File: config.mk
export PLATFORM = sky130hd
export DESIGN_NAME = alu_cmd_sequencer
export DESIGN_NICKNAME = d
export VERILOG_FILES = /design/src/rtl/alu_cmd_sequencer.sv
export SDC_FILE = /design/constraint.sdc
export NUM_CORES = 1
export LEC_CHECK = 0
export CORE_UTILIZATION = 37
export DETAILED_ROUTE_END_ITERATION = 10
export GPL_TIMING_DRIVEN = 1
export PLACE_DENSITY_LB_ADDON = 0.05
export SLEW_MARGIN = 20
export SYNTH_ARGS = -nofsm -noshare
export SYNTH_HDL_FRONTEND = slang
export SYNTH_SLANG_ARGS = --single-unit
export TNS_END_PERCENT = 10
File: constraint.sdc
create_clock -name clk -period 2.6 [get_ports clk]
set_input_delay 0.26 -clock clk [delete_from_list [all_inputs] [get_ports clk]]
set_output_delay 0.26 -clock clk [all_outputs]
set_load 0.01 [all_outputs]
File: src/rtl/alu_cmd_sequencer.sv
// Initiator side of the ALU operand/result interface: one command in flight,
// operands held on alu_* for SETTLE cycles, result returned with its tag.

// state | meaning
// IDLE  | ready for a command; alu_* hold the last operands
// WAIT  | alu_* driven, settle counter running down to zero
// RESP  | result captured, rsp_valid high until the consumer takes it
module alu_cmd_sequencer #(
    parameter int WIDTH  = 32,
    parameter int OPW    = 4,
    parameter int TAGW   = 4,
    parameter int SETTLE = 1
) (
    input  logic             clk,
    input  logic             rst,
    input  logic             cmd_valid,
    output logic             cmd_ready,
    input  logic [WIDTH-1:0] cmd_a,
    input  logic [WIDTH-1:0] cmd_b,
    input  logic [OPW-1:0]   cmd_op,
    input  logic [TAGW-1:0]  cmd_tag,
    output logic [WIDTH-1:0] alu_a,
    output logic [WIDTH-1:0] alu_b,
    output logic [OPW-1:0]   alu_op,
    input  logic [WIDTH-1:0] alu_x,
    output logic             rsp_valid,
    input  logic             rsp_ready,
    output logic [WIDTH-1:0] rsp_x,
    output logic [OPW-1:0]   rsp_op,
    output logic [TAGW-1:0]  rsp_tag,
    output logic             rsp_zero,
    output logic             busy,
    output logic [15:0]      done_count
);

    localparam int CW = (SETTLE > 1) ? $clog2(SETTLE) : 1;

    if (SETTLE < 1) begin : g_bad_settle
        $error("alu_cmd_sequencer: SETTLE must be at least 1");
    end

    typedef enum logic [1:0] {
        IDLE = 2'd0,
        WAIT = 2'd1,
        RESP = 2'd2
    } state_t;

    state_t          state;
    state_t          state_nxt;
    logic [CW-1:0]   settle_cnt;
    logic [TAGW-1:0] tag_q;
    logic            accept;

    assign cmd_ready = (state == IDLE) && !rst;
    assign busy      = (state != IDLE);
    assign accept    = cmd_valid && cmd_ready;

    always_comb begin
        state_nxt = state;
        case (state)
            IDLE:    if (accept) state_nxt = WAIT;
            WAIT:    if (settle_cnt == '0) state_nxt = RESP;
            RESP:    if (rsp_valid && rsp_ready) state_nxt = IDLE;
            default: state_nxt = IDLE;
        endcase
    end

    always_ff @(posedge clk) begin
        if (rst) begin
            state      <= IDLE;
            alu_a      <= '0;
            alu_b      <= '0;
            alu_op     <= '0;
            tag_q      <= '0;
            settle_cnt <= '0;
            rsp_valid  <= 1'b0;
            rsp_x      <= '0;
            rsp_op     <= '0;
            rsp_tag    <= '0;
            rsp_zero   <= 1'b0;
            done_count <= '0;
        end else begin
            state <= state_nxt;
            case (state)
                IDLE: begin
                    if (accept) begin
                        alu_a      <= cmd_a;
                        alu_b      <= cmd_b;
                        alu_op     <= cmd_op;
                        tag_q      <= cmd_tag;
                        settle_cnt <= CW'(SETTLE - 1);
                    end
                end
                WAIT: begin
                    // Terminal count: the ALU has had SETTLE cycles on stable operands.
                    if (settle_cnt == '0) begin
                        rsp_x     <= alu_x;
                        rsp_zero  <= (alu_x == '0);
                        rsp_op    <= alu_op;
                        rsp_tag   <= tag_q;
                        rsp_valid <= 1'b1;
                    end else begin
                        settle_cnt <= settle_cnt - CW'(1);
                    end
                end
                RESP: begin
                    if (rsp_valid && rsp_ready) begin
                        rsp_valid  <= 1'b0;
                        done_count <= done_count + 16'd1;
                    end
                end
                default: ;
            endcase
        end
    end

endmodule
==> results by stage <==
Layout:
- The area growth from synthesis to layout is 60.6%.
- The number of antenna diodes is 0.
- The layout filler cell count is 1122.
- The share of final-layout standard cells stronger than drive strength 1 is 4.47%.
- The non-filler instance count after layout is 1000.
- The net count of the finished layout is approximately 920.

Synth:
- The main combinational cell family by area after synthesis is simple AND/OR/NAND/NOR gates.
- The simple logic cell fraction of the synthesized area is 27.7%.
- Multiplexer cells account for 0% of the synthesized area.
- Counting instances in the post-synthesis netlist gives the leading cell types as sky130_fd_sc_hd__nand2_1 (158), sky130_fd_sc_hd__dfxtp_1 (132), sky130_fd_sc_hd__o21ai_0 (76).
- After synthesis, the share of flip-flops with an asynchronous set or reset is 0%.
- The cell taking the most area after synthesis is sky130_fd_sc_hd__dfxtp_1.
- In this run the cell area of the synthesized design comes to slightly below 5000 um^2.
- The top-area cell type share of the netlist area is 53.5%.
- For this run, the number of Yosys warnings is 0.
- The share of synthesized area occupied by flip-flops and latches is between 50 and 60%.
- After synthesis the netlist holds a flip-flop and latch count of 132.
- The synthesized netlist devotes 1.24% of its cell area to XOR and XNOR gates.
- Counting flops with a built-in enable in the synthesized netlist gives 0.
- The number of nets in the synthesized netlist is between 700 and 800.
- The synthesized instance count is between 500 and 600.
- The leading register cell type out of synthesis is sky130_fd_sc_hd__dfxtp_1.
- After synthesis, the cell types taking the most area are sky130_fd_sc_hd__dfxtp_1 (54%), sky130_fd_sc_hd__nand2_1 (12%), sky130_fd_sc_hd__nand2b_1 (9.2%), sky130_fd_sc_hd__o21ai_0 (7.7%), sky130_fd_sc_hd__a21oi_1 (5.2%).
- The number of different library cells used by synthesis comes to 30.
- sky130_fd_sc_hd__nand2_1 is the most common cell in the netlist.
- In this run the mean area of a mapped cell was 8.30 um^2.
- The synthesized netlist devotes 13.6% of its cell area to compound gates.
- The share of synthesized cell area in full adder, half adder and majority cells is 0.253%.

Critical path:
- The number of cells on the critical path is 2.
- Data on the critical path is required at its endpoint by 2.34 ns.
- The arrival time at the worst endpoint is 1.65 ns.
- The launching instance or port of the critical path is state[1].
- The critical path goes through nor3_1, clkdlybuf4s50_1.
- The total buffers and inverters traversed by the critical path is 1.
- The origin of the critical flop-to-flop path is state[1].
- The worst reg-to-reg setup slack is between 0.7 and 0.8 ns.
- The critical path is of the flip-flop to output pin type.
- For this run, the slowest stage of the critical path takes 0.62 ns.
- The slowest stage of the critical path is the sky130_fd_sc_hd__clkdlybuf4s50_1 cell.
- Following the worst setup path forward leads to its endpoint at cmd_ready.
- The category of the worst setup path launch point is a flip-flop.
- The reg-to-reg critical path endpoint is done_count[14].
- The number of cells on the worst reg-to-reg path is 4.
- The worst-path maximum fanout is 7.
- STA classifies the critical path endpoint as an output pin.
- The top cell family by delay on the critical path is buffers and inverters.

Power and ir drop:
- In this run the power density over the cells is 634 nW/um^2.
- The static power due to leakage is ~2.8 nW.
- VDD sags by at most 0.365 mV.

Drt:
- For this block, the routed nets add up to between 10 and 15 mm of wire.
- In the routed design, unresolved DRC markers number 0.
- In the final routed layout, each cell accounts on average for 13.9 um.
- In the routed layout, each cell is associated on average with a via count of 4.66.
- The first detailed-routing pass ran for 4 iterations.
- The routed layout has 4660 vias.
- The violation count after the first detailed-routing iteration is 263.
- The final antenna-violating net count is 0.

Clock tree:
- The deepest clock path buffer count is 2.
- TritonCTS created 17 clock buffers.
- The clock net in this run drives a total of ~130 sinks.
- TritonCTS built the clock tree.
- Once the clock tree was built, the resizer swapped 0 gates to a different size.
- The level count of the clock H-tree is 4.
- The cell chosen for the clock root is sky130_fd_sc_hd__clkbuf_16.
- The later-pin clock latency in the skew report is a little over 0.4 ns.
- Buffers added to address setup during post-CTS repair amount to 0.
- The number of hold buffers added after CTS was 0.
- After clock tree synthesis, the clock-pin slew on the worst setup and hold paths is about 0.050 ns.

Floorplan:
- The number of standard-cell rows in the floorplan is 41.
- From bottom edge to top edge, the die measures 118 um.
- The die is 118 um wide.
- Pin placement for this block handled 236 I/O pins.
- The total core area is ~13000 um^2.
- Once the floorplan was initialized, standard cells occupied between 30% and 40% of the core.
- The die outline area is 13800 um^2.

STA:
- The slew at the pin closest to its max-slew limit is around 0.79 ns.
- After routing, the total negative slack on setup checks comes to 0 ns.
- The final worst setup slack is 0.694 ns.
- The final critical delay including setup and external delays is 1.91 ns.
- The total of endpoints with negative setup slack in the final report is 0.
- The count of endpoints failing hold in the final timing report is 0.
- Of the available clock period, the critical path in the final layout requires 73.3%.
- Setup repair after global routing left no endpoint under its margin.
- The normalized max-slew margin is 47.6%.
- For the final database, setup skew stands at 0.00737 ns.
- The number of pins with negative max-slew slack in the final report is 0.
- The maximum operating frequency is around 520 MHz.

Placement:
- The placer's final routability congestion estimate is 0.798.
- The worst setup slack after placement is about 0.40 ns.
- The number of cells in the design after placement is 968.
- Input and output buffers added on the ports amount to 235.
- The half-perimeter wire length after detailed placement is ~9.7 mm.

Run:
- The count of max-cap constraint violations is 0.

Global route:
- The remaining global-route overflow is 0.
- The overall routing resource usage is roughly 21%.
- The initial antenna violation count is 0.
- The number of global-route vias before repair came to 4536.
- Entering global routing, the biggest net connects 85 pins.
- The first-pass GRT wire length is 22.6 mm.

Hold path:
- The worst hold path belongs to the class primary input to flip-flop.
- The startpoint identified for the worst hold timing path is rst.

Outcome:
- The flow ran to the end, and the final reports show no timing, DRC or antenna violations.
routing by layer:
metal / share of wire (%) / global-route usage (%) / vias to the layer above
met3: 8.3 / 7.95 / 18
met4: 1.6 / 8.09 / 0
met5: 0 / 0 / -
li1: - / - / 2401
met1: 43 / 23.6 / 2072
met2: 47 / 34.2 / 169
logic make-up (layout without fill, tap and decap cells):
logic type	count (synthesis)	count (layout)
AND/OR/NAND/NOR	280	280
AO/OA/AOI/OAI	132	132
flip-flops	132	132
buffers and inverters	43	276
XOR/XNOR	7	7
adder cells (fa/ha/maj)	1	1
area by class of cell:
| type | instances | area (um^2) | area share [%] |
|---|---|---|---|
| clock buffers | 27 | 493 | 6.22 |
| clock inverters | 5 | 25.0 | 0.316 |
| inverters | 2 | 7.51 | 0.0947 |
| multi-input cells | 420 | 2120 | 26.7 |
| flip-flops and latches | 132 | 2640 | 33.3 |
| well taps | 172 | 215 | 2.71 |
| repair buffers | 242 | 2430 | 30.6 |
report_power, final:
| part | internal [mW] | switching, mW | total (mW) |
|---|---|---|---|
| logic | 0.420 | 0.294 | 0.715 |
| clock network | 1.29 | 0.812 | 2.10 |
| registers | 2.15 | 0.0659 | 2.21 |
| total | 3.85 | 1.17 | 5.03 |
registers in the layout, indices dropped and copies added, names as in the netlist:
| register | count |
|---|---|
| rsp_op | 4 |
| rsp_zero | 1 |
| alu_op | 4 |
| alu_a | 32 |
| rsp_tag | 4 |
| tag_q | 4 |
| alu_b | 32 |
| done_count | 16 |
| rsp_x | 32 |
| rsp_valid | 1 |
| state | 2 |
worst min-delay path, delay by kind of cell:
family	cells	cell delay (ns)
buffers and inverters	1	0.11
and+or+nand+nor	2	0.32
worst min-delay path by stage:
stage | end | cells after the start
2_1_floorplan | alu_a[0] | 2
3_3_place_gp | rsp_tag[1] | 2
3_5_place_dp | rsp_tag[1] | 2
4_1_cts | alu_b[1] | 3
5_1_grt | alu_a[3] | 3
6_report | state[0] | 3
metrics by stage:
step           hold slack (ns)  power [mW]  utilization [%]  instance area (um^2)
3_3_place_gp             0.440        2.96             57.8                  7410
2_1_floorplan            0.369        2.51                -                  4940
4_1_cts                  0.384        5.10             61.8                  7930
5_1_grt                  0.393        5.27             61.8                  7930
3_5_place_dp             0.444        2.97             57.8                  7410
6_report                 0.395        5.03             61.8                  7930
layout by cell type, fill, tap and decap left out, types with 2 or more instances in the layout:
cell type / n
sky130_fd_sc_hd__buf_4: 6
sky130_fd_sc_hd__dfxtp_1: 132
sky130_fd_sc_hd__or3_1: 4
sky130_fd_sc_hd__o31ai_1: 5
sky130_fd_sc_hd__buf_12: 2
sky130_fd_sc_hd__nor2_1: 9
sky130_fd_sc_hd__nand4_1: 4
sky130_fd_sc_hd__nor3_1: 2
sky130_fd_sc_hd__clkbuf_1: 7
sky130_fd_sc_hd__or4_1: 4
sky130_fd_sc_hd__xnor2_1: 2
sky130_fd_sc_hd__nand4_4: 2
sky130_fd_sc_hd__a21oi_1: 51
sky130_fd_sc_hd__inv_1: 2
sky130_fd_sc_hd__nor4_1: 7
sky130_fd_sc_hd__clkdlybuf4s50_1: 234
sky130_fd_sc_hd__xor2_1: 5
sky130_fd_sc_hd__clkbuf_8: 3
sky130_fd_sc_hd__nand2b_1: 73
sky130_fd_sc_hd__nand3b_1: 2
sky130_fd_sc_hd__nand3_1: 7
sky130_fd_sc_hd__nand2_1: 158
sky130_fd_sc_hd__clkbuf_16: 17
sky130_fd_sc_hd__clkinv_2: 5
sky130_fd_sc_hd__o21ai_0: 76
(Power assumes the default switching activity.)
